### src/rtl/mem_resp_unit_if.sv
// rtl/mem_resp_unit_if.sv - request/response bus between a requester and mem_resp_unit
interface mem_resp_unit_if;
    logic [15:0] Addr;
    logic [15:0] DataIn;
    logic        Rd;
    logic        Wr;
    logic [15:0] DataOut;
    logic        Stall;
    logic        Done;
    logic        err;

    modport master (
        output Addr, DataIn, Rd, Wr,
        input  DataOut, Stall, Done, err
    );

    modport slave (
        input  Addr, DataIn, Rd, Wr,
        output DataOut, Stall, Done, err
    );
endinterface

### src/rtl/mem_resp_unit.sv
// rtl/mem_resp_unit.sv - fixed-latency word memory with stall/done handshake; MEM_RESP_UNALIGNED_ERR_EN rejects odd addresses
module mem_resp_unit #(
    parameter int LATENCY    = 2,
    parameter int DEPTH_LOG2 = 8
) (
    input  logic            clk,
    input  logic            rst,
    mem_resp_unit_if.slave  bus
);

    typedef enum logic [1:0] {
        IDLE = 2'd0,
        BUSY = 2'd1,
        DONE = 2'd2
    } state_t;

    state_t                 state;
    logic [3:0]             cnt;
    logic [DEPTH_LOG2-1:0]  idx_q;
    logic [15:0]            data_q;
    logic                   wr_q;
    logic [15:0]            mem [0:(1<<DEPTH_LOG2)-1];

    logic req_one;
    logic req_both;
    logic bad_align;
    logic commit;

    assign req_one  = bus.Rd ^ bus.Wr;
    assign req_both = bus.Rd & bus.Wr;
    assign commit   = (state == BUSY) && (cnt == 4'd0);

`ifdef MEM_RESP_UNALIGNED_ERR_EN
    assign bad_align = bus.Addr[0];
`else
    assign bad_align = 1'b0;
`endif

    always_ff @(posedge clk or posedge rst) begin
        if (rst) begin
            state       <= IDLE;
            cnt         <= 4'd0;
            idx_q       <= '0;
            data_q      <= 16'h0000;
            wr_q        <= 1'b0;
            bus.DataOut <= 16'h0000;
            bus.Stall   <= 1'b0;
            bus.Done    <= 1'b0;
            bus.err     <= 1'b0;
        end else begin
            bus.err <= 1'b0;
            case (state)
                IDLE: begin
                    bus.Done <= 1'b0;
                    if (req_one && !bad_align) begin
                        state     <= BUSY;
                        cnt       <= 4'(LATENCY - 1);
                        idx_q     <= bus.Addr[DEPTH_LOG2:1];
                        data_q    <= bus.DataIn;
                        wr_q      <= bus.Wr;
                        bus.Stall <= 1'b1;
                    end else if (req_both || (req_one && bad_align)) begin
                        bus.err <= 1'b1;
                    end
                end
                BUSY: begin
                    if (commit) begin
                        state     <= DONE;
                        bus.Stall <= 1'b0;
                        bus.Done  <= 1'b1;
                        if (!wr_q) begin
                            bus.DataOut <= mem[idx_q];
                        end
                    end else begin
                        cnt <= cnt - 4'd1;
                    end
                end
                DONE: begin
                    state    <= IDLE;
                    bus.Done <= 1'b0;
                end
                default: begin
                    state     <= IDLE;
                    bus.Stall <= 1'b0;
                    bus.Done  <= 1'b0;
                end
            endcase
        end
    end

    // Storage has no reset; gating on rst drops a write whose commit edge lands in reset.
    always_ff @(posedge clk) begin
        if (!rst && commit && wr_q) begin
            mem[idx_q] <= data_q;
        end
    end

endmodule

### src/flat_wrapper.sv
// flat-port wrapper written by rule: the top's interface ports become plain ports
module mem_resp_unit_flat 
#(
    parameter int LATENCY    = 2,
    parameter int DEPTH_LOG2 = 8
)
  (clk, rst, bus_Addr, bus_DataIn, bus_Rd, bus_Wr, bus_DataOut, bus_Stall, bus_Done, bus_err);
  mem_resp_unit_if bus_i ();
  input  logic clk;
  input  logic rst;
  input wire logic [$bits(bus_i.Addr)-1:0] bus_Addr;
  input wire logic [$bits(bus_i.DataIn)-1:0] bus_DataIn;
  input wire logic [$bits(bus_i.Rd)-1:0] bus_Rd;
  input wire logic [$bits(bus_i.Wr)-1:0] bus_Wr;
  output wire logic [$bits(bus_i.DataOut)-1:0] bus_DataOut;
  output wire logic [$bits(bus_i.Stall)-1:0] bus_Stall;
  output wire logic [$bits(bus_i.Done)-1:0] bus_Done;
  output wire logic [$bits(bus_i.err)-1:0] bus_err;
  assign bus_i.Addr = bus_Addr;
  assign bus_i.DataIn = bus_DataIn;
  assign bus_i.Rd = bus_Rd;
  assign bus_i.Wr = bus_Wr;
  assign bus_DataOut = bus_i.DataOut;
  assign bus_Stall = bus_i.Stall;
  assign bus_Done = bus_i.Done;
  assign bus_err = bus_i.err;
  mem_resp_unit #(.LATENCY(LATENCY), .DEPTH_LOG2(DEPTH_LOG2)) u_core (.clk(clk), .rst(rst), .bus(bus_i));
endmodule
### config.mk
export PLATFORM = sky130hd
export DESIGN_NAME = mem_resp_unit_flat
export DESIGN_NICKNAME = d
export VERILOG_FILES = /design/src/rtl/mem_resp_unit_if.sv /design/src/rtl/mem_resp_unit.sv /design/src/flat_wrapper.sv
export SDC_FILE = /design/constraint.sdc
export NUM_CORES = 2
export LEC_CHECK = 0
export BUFFER_PORTS_ARGS = -buffer_cell sky130_fd_sc_hd__buf_2
export CAP_MARGIN = 20
export CELL_PAD_IN_SITES_DETAIL_PLACEMENT = 0
export CELL_PAD_IN_SITES_GLOBAL_PLACEMENT = 1
export CORE_UTILIZATION = 55
export DETAILED_ROUTE_END_ITERATION = 16
export PLACE_DENSITY = 0.81
export SYNTH_ARGS = -nofsm -noshare
export SYNTH_HDL_FRONTEND = slang
export SYNTH_SLANG_ARGS = --single-unit
### constraint.sdc
create_clock -name clk -period 7.79 [get_ports clk]
set_clock_uncertainty 0.05 [all_clocks]
set_input_delay 0.779 -clock clk [delete_from_list [all_inputs] [get_ports clk]]
set_output_delay 0.779 -clock clk [all_outputs]
set_load 0.02 [all_outputs]
==> impl_metrics.py <==
metrics = {
    "outcome": {
        "violations": "slew limit",
        "status": "complete, but fails checks",
    },
    "finish": {
        "nets": 7476,
        "final_common_cell": "edfxtp_1",
        "finalInstanceArea_sq_um": 179000,
        "final_core_util_pct": 62.1,
        "drive_above_1_share_pct": 28.6,
        "area_delta_synth_final_pct": 12.1,
        "final_cell_mix": "edfxtp_1 (4096), mux4_2 (1090), clkbuf_16 (404), buf_4 (369), nor2_1 (291)",
    },
    "die": {
        "die_h_um": 541,
        "die_area_sq_um": 293000,
        "core_area_sq_um": 288000,
        "io_pins": 55,
        "initial_utilization_pct": 55.4,
        "rows": 197,
        "die_w_um": 541,
    },
    "detailed_routing": {
        "final_antenna_net_count": 0,
        "wl_per_cell_um": 35.6,
        "wl_met2_um": 194000,
        "dr_wl_met3_um": 49700,
        "first_pass_iters": 8,
        "wl_um": 411000,
        "route.layer.met1.wl_um": 148000,
        "viasPerCell": 6.74,
        "vias": 77900,
        "drt_iter0_drc": 11800,
        "drc_errors": 0,
        "routed.top_layer": "met5",
    },
    "setup_path": {
        "cp-start-kind": "flip-flop",
        "path_max_fanout": 9,
        "path_buf_inv": 3,
        "cp_cell_sequence": "inv_1, ha_1, nor3b_1, and3_1, nand3_1, nor3b_1, nand2_1, buf_4, nor2_1, buf_4",
        "path_delay_family": "simple AND/OR/NAND/NOR gates",
        "critPathArrivalTime_ns": 5.93,
        "cpPeakStageDelay_ns": 0.90,
        "worstSetupPathType": "reg2reg",
        "cp_slowest_cell": "nand2_1",
        "critical_path_required_ns": 8.35,
        "end_kind": "flip-flop",
    },
    "pwr": {
        "finalPower_mw": 68.5,
        "powerDensity_nw_per_um2": 382,
        "ir_worst_vdd_uv": 828,
        "p_leak_nw": 56.2,
    },
    "timing": {
        "drv_slew": 48,
        "final-setup-viol-count": 0,
        "tns_ns": 0,
        "finalCritPeriodShare_pct": 68.9,
        "final_hold_viol_count": 0,
        "grt_setup_unrepaired": "no",
        "worstMarginPinSlew_ns": 1.56,
        "min_period_ns": 5.36,
        "fmax_ghz": 0.186,
        "maxSlewHeadroom_pct": -3.84,
        "timing.hold.ws_ns": 0.0347,
    },
    "clocking": {
        "cts_sinks": 4146,
        "cts_tree": "done",
        "cts_buffers": 402,
        "cts-root-to-sink-buffers": 4,
        "cts_resized": 0,
        "cts_root_buf": "clkbuf_16",
        "h-tree-depth": 5,
        "clk_latency_ns": 0.97,
        "clk_pin_slew_worst_paths_ns": 0.06,
        "post-cts-setup-buffer-count": 0,
    },
    "logic_synthesis": {
        "syn_area_per_cell_sq_um": 23.0,
        "synth_edf_count": 4096,
        "synth_cells": 6948,
        "ys_warn_count": 0,
        "synth_area_sq_um": 160000,
        "async_flop_share_pct": 1.21,
        "synth-main-ff-cell": "edfxtp_1",
        "ys_types": 61,
        "synth_area_leaders": "edfxtp_1 (77%), mux4_2 (15%), mux2i_1 (1.6%), dfrtp_1 (0.78%), nor2_1 (0.75%)",
        "ys_seq_area_share_pct": 77.8,
        "syn-num-nets": 6986,
        "ys_ff_latch": 4146,
        "synth_top_cell_area_share_pct": 77.0,
        "synth_top_cell_by_area": "edfxtp_1",
    },
    "placed_design": {
        "port-buffer-count": 46,
        "gp_congestion": 0.907,
        "place_area_sq_um": 166000,
        "hpwl_um": 237000,
    },
    "flow_run": {
        "drv_cap": 0,
    },
    "global_route": {
        "grt_overflow_total": 0,
        "antenna_found_initial": 20,
        "grt_max_degree": 236,
        "grt_usage_pct": 28.2,
        "grt_pass1_vias": 77600,
        "grt_first_pass_wirelength_um": 580000,
    },
    "hold_path": {
        "hold_path.class": "in2async",
    },
}
==> layer usage <==
layer,up-vias,global-route usage (%)
met4,10,11.7
met3,791,7.75
li1,30500,-
met5,-,0
met2,5278,43.3
met1,41200,38.4
==> flip-flops by register name, summed over array words and instances (netlist names) <==
signal / cells
u_core.wr_q: 1
u_core.state: 2
u_core.idx_q: 8
u_core.data_q: 16
u_core.mem: 4096
u_core.bus.DataOut: 16
u_core.bus.Stall: 1
u_core.bus.err: 1
u_core.bus.Done: 1
u_core.cnt: 4
==> cell usage after synthesis (all sizes together) (8+ instances only) <==
library cell / number
o211ai: 12
nand3: 47
a21oi: 42
inv: 8
nand2: 122
dfrtp: 50
and3: 17
nand2b: 10
nor2: 318
clkbuf: 111
o221ai: 8
a2111oi: 13
nor2b: 24
a22oi: 81
nor4: 12
a221oi: 23
o22ai: 40
a211oi: 23
a22o: 23
buf: 288
mux2: 57
o21ai: 60
mux2i: 252
nor3: 26
edfxtp: 4096
mux4: 1090
a31oi: 22
and2: 9
==> worst reg2reg max path: stages (launching register included) <==
cell,delay [ns]
dfrtp_1,0.38
inv_1,0.08
ha_1,0.16
nor3b_1,0.42
and3_1,0.28
nand3_1,0.53
nor3b_1,0.68
nand2_1,0.90
buf_4,0.55
nor2_1,0.65
buf_4,0.31
==> cell families (layout without fill, tap and decap cells) <==
kind of cell	count (synthesis)	count (layout)	synth area share [%]
other cells	0	9	0
compound gates	390	390	1.72
xor+xnor	2	2	0.0110
mux	1399	1399	17.3
fa+ha+maj	2	2	0.0157
flops	4146	4146	77.8
buf+inv	407	1219	1.54
simple gates	602	602	1.62
==> per-stage QoR <==
stage / std cells / worst slack [ns]
after floorplan: 6948 / 3.66
after global placement: 10800 / 2.67
after detailed placement: 10800 / 2.59
after CTS: 11500 / 2.54
after global routing: 11500 / 2.24
final: 11600 / 2.43
==> area by class of cell <==
type | instances | area, sq um
Clock buffer | 501 | 10500
Tap cell | 3781 | 4730
Timing Repair Buffer | 485 | 4140
Fill cell | 18700 | 109000
Antenna cell | 9 | 22.5
Clock inverter | 225 | 2170
Sequential cell | 4146 | 124000
Multi-Input combinational cell | 2395 | 33200
Inverter | 8 | 35.0
==> final timing paths <==
| check | endpoint | startpoint | slack (ns) | depth (start not counted) |
|---|---|---|---|---|
| max in group asynchronous | u_core.idx_q[2]$_DFFE_PP0P_ | rst | 6.91 | 3 |
| hold / removal | u_core.state[0]$_DFFE_PP0P_ | rst | 0.03 | 3 |
| setup reg to reg | u_core.mem[193][9]$_DFFE_PP_ | u_core.cnt[1]$_DFFE_PP0P_ | 2.43 | 10 |
| hold reg to reg | u_core.cnt[0]$_DFFE_PP0P_ | u_core.cnt[0]$_DFFE_PP0P_ | 0.46 | 1 |
| setup / recovery | u_core.mem[193][9]$_DFFE_PP_ | u_core.cnt[1]$_DFFE_PP0P_ | 2.43 | 10 |
| min in group clk | u_core.idx_q[5]$_DFFE_PP0P_ | bus_Addr[6] | 0.05 | 3 |
==> what timing repair did <==
item / in CTS / in global routing
hold buffers: 18 / 0
hold endpoints to repair: 18 / 0
setup endpoints to repair: 0 / 0
==> report_power, final <==
| part | internal, mW | total (mW) | switching (mW) |
|---|---|---|---|
| logic | 7.39 | 20.1 | 12.7 |
| registers | 28.1 | 29.5 | 1.36 |
| clock network | 10.6 | 18.9 | 8.28 |
Note: power is estimated with default switching activity, not from simulation.
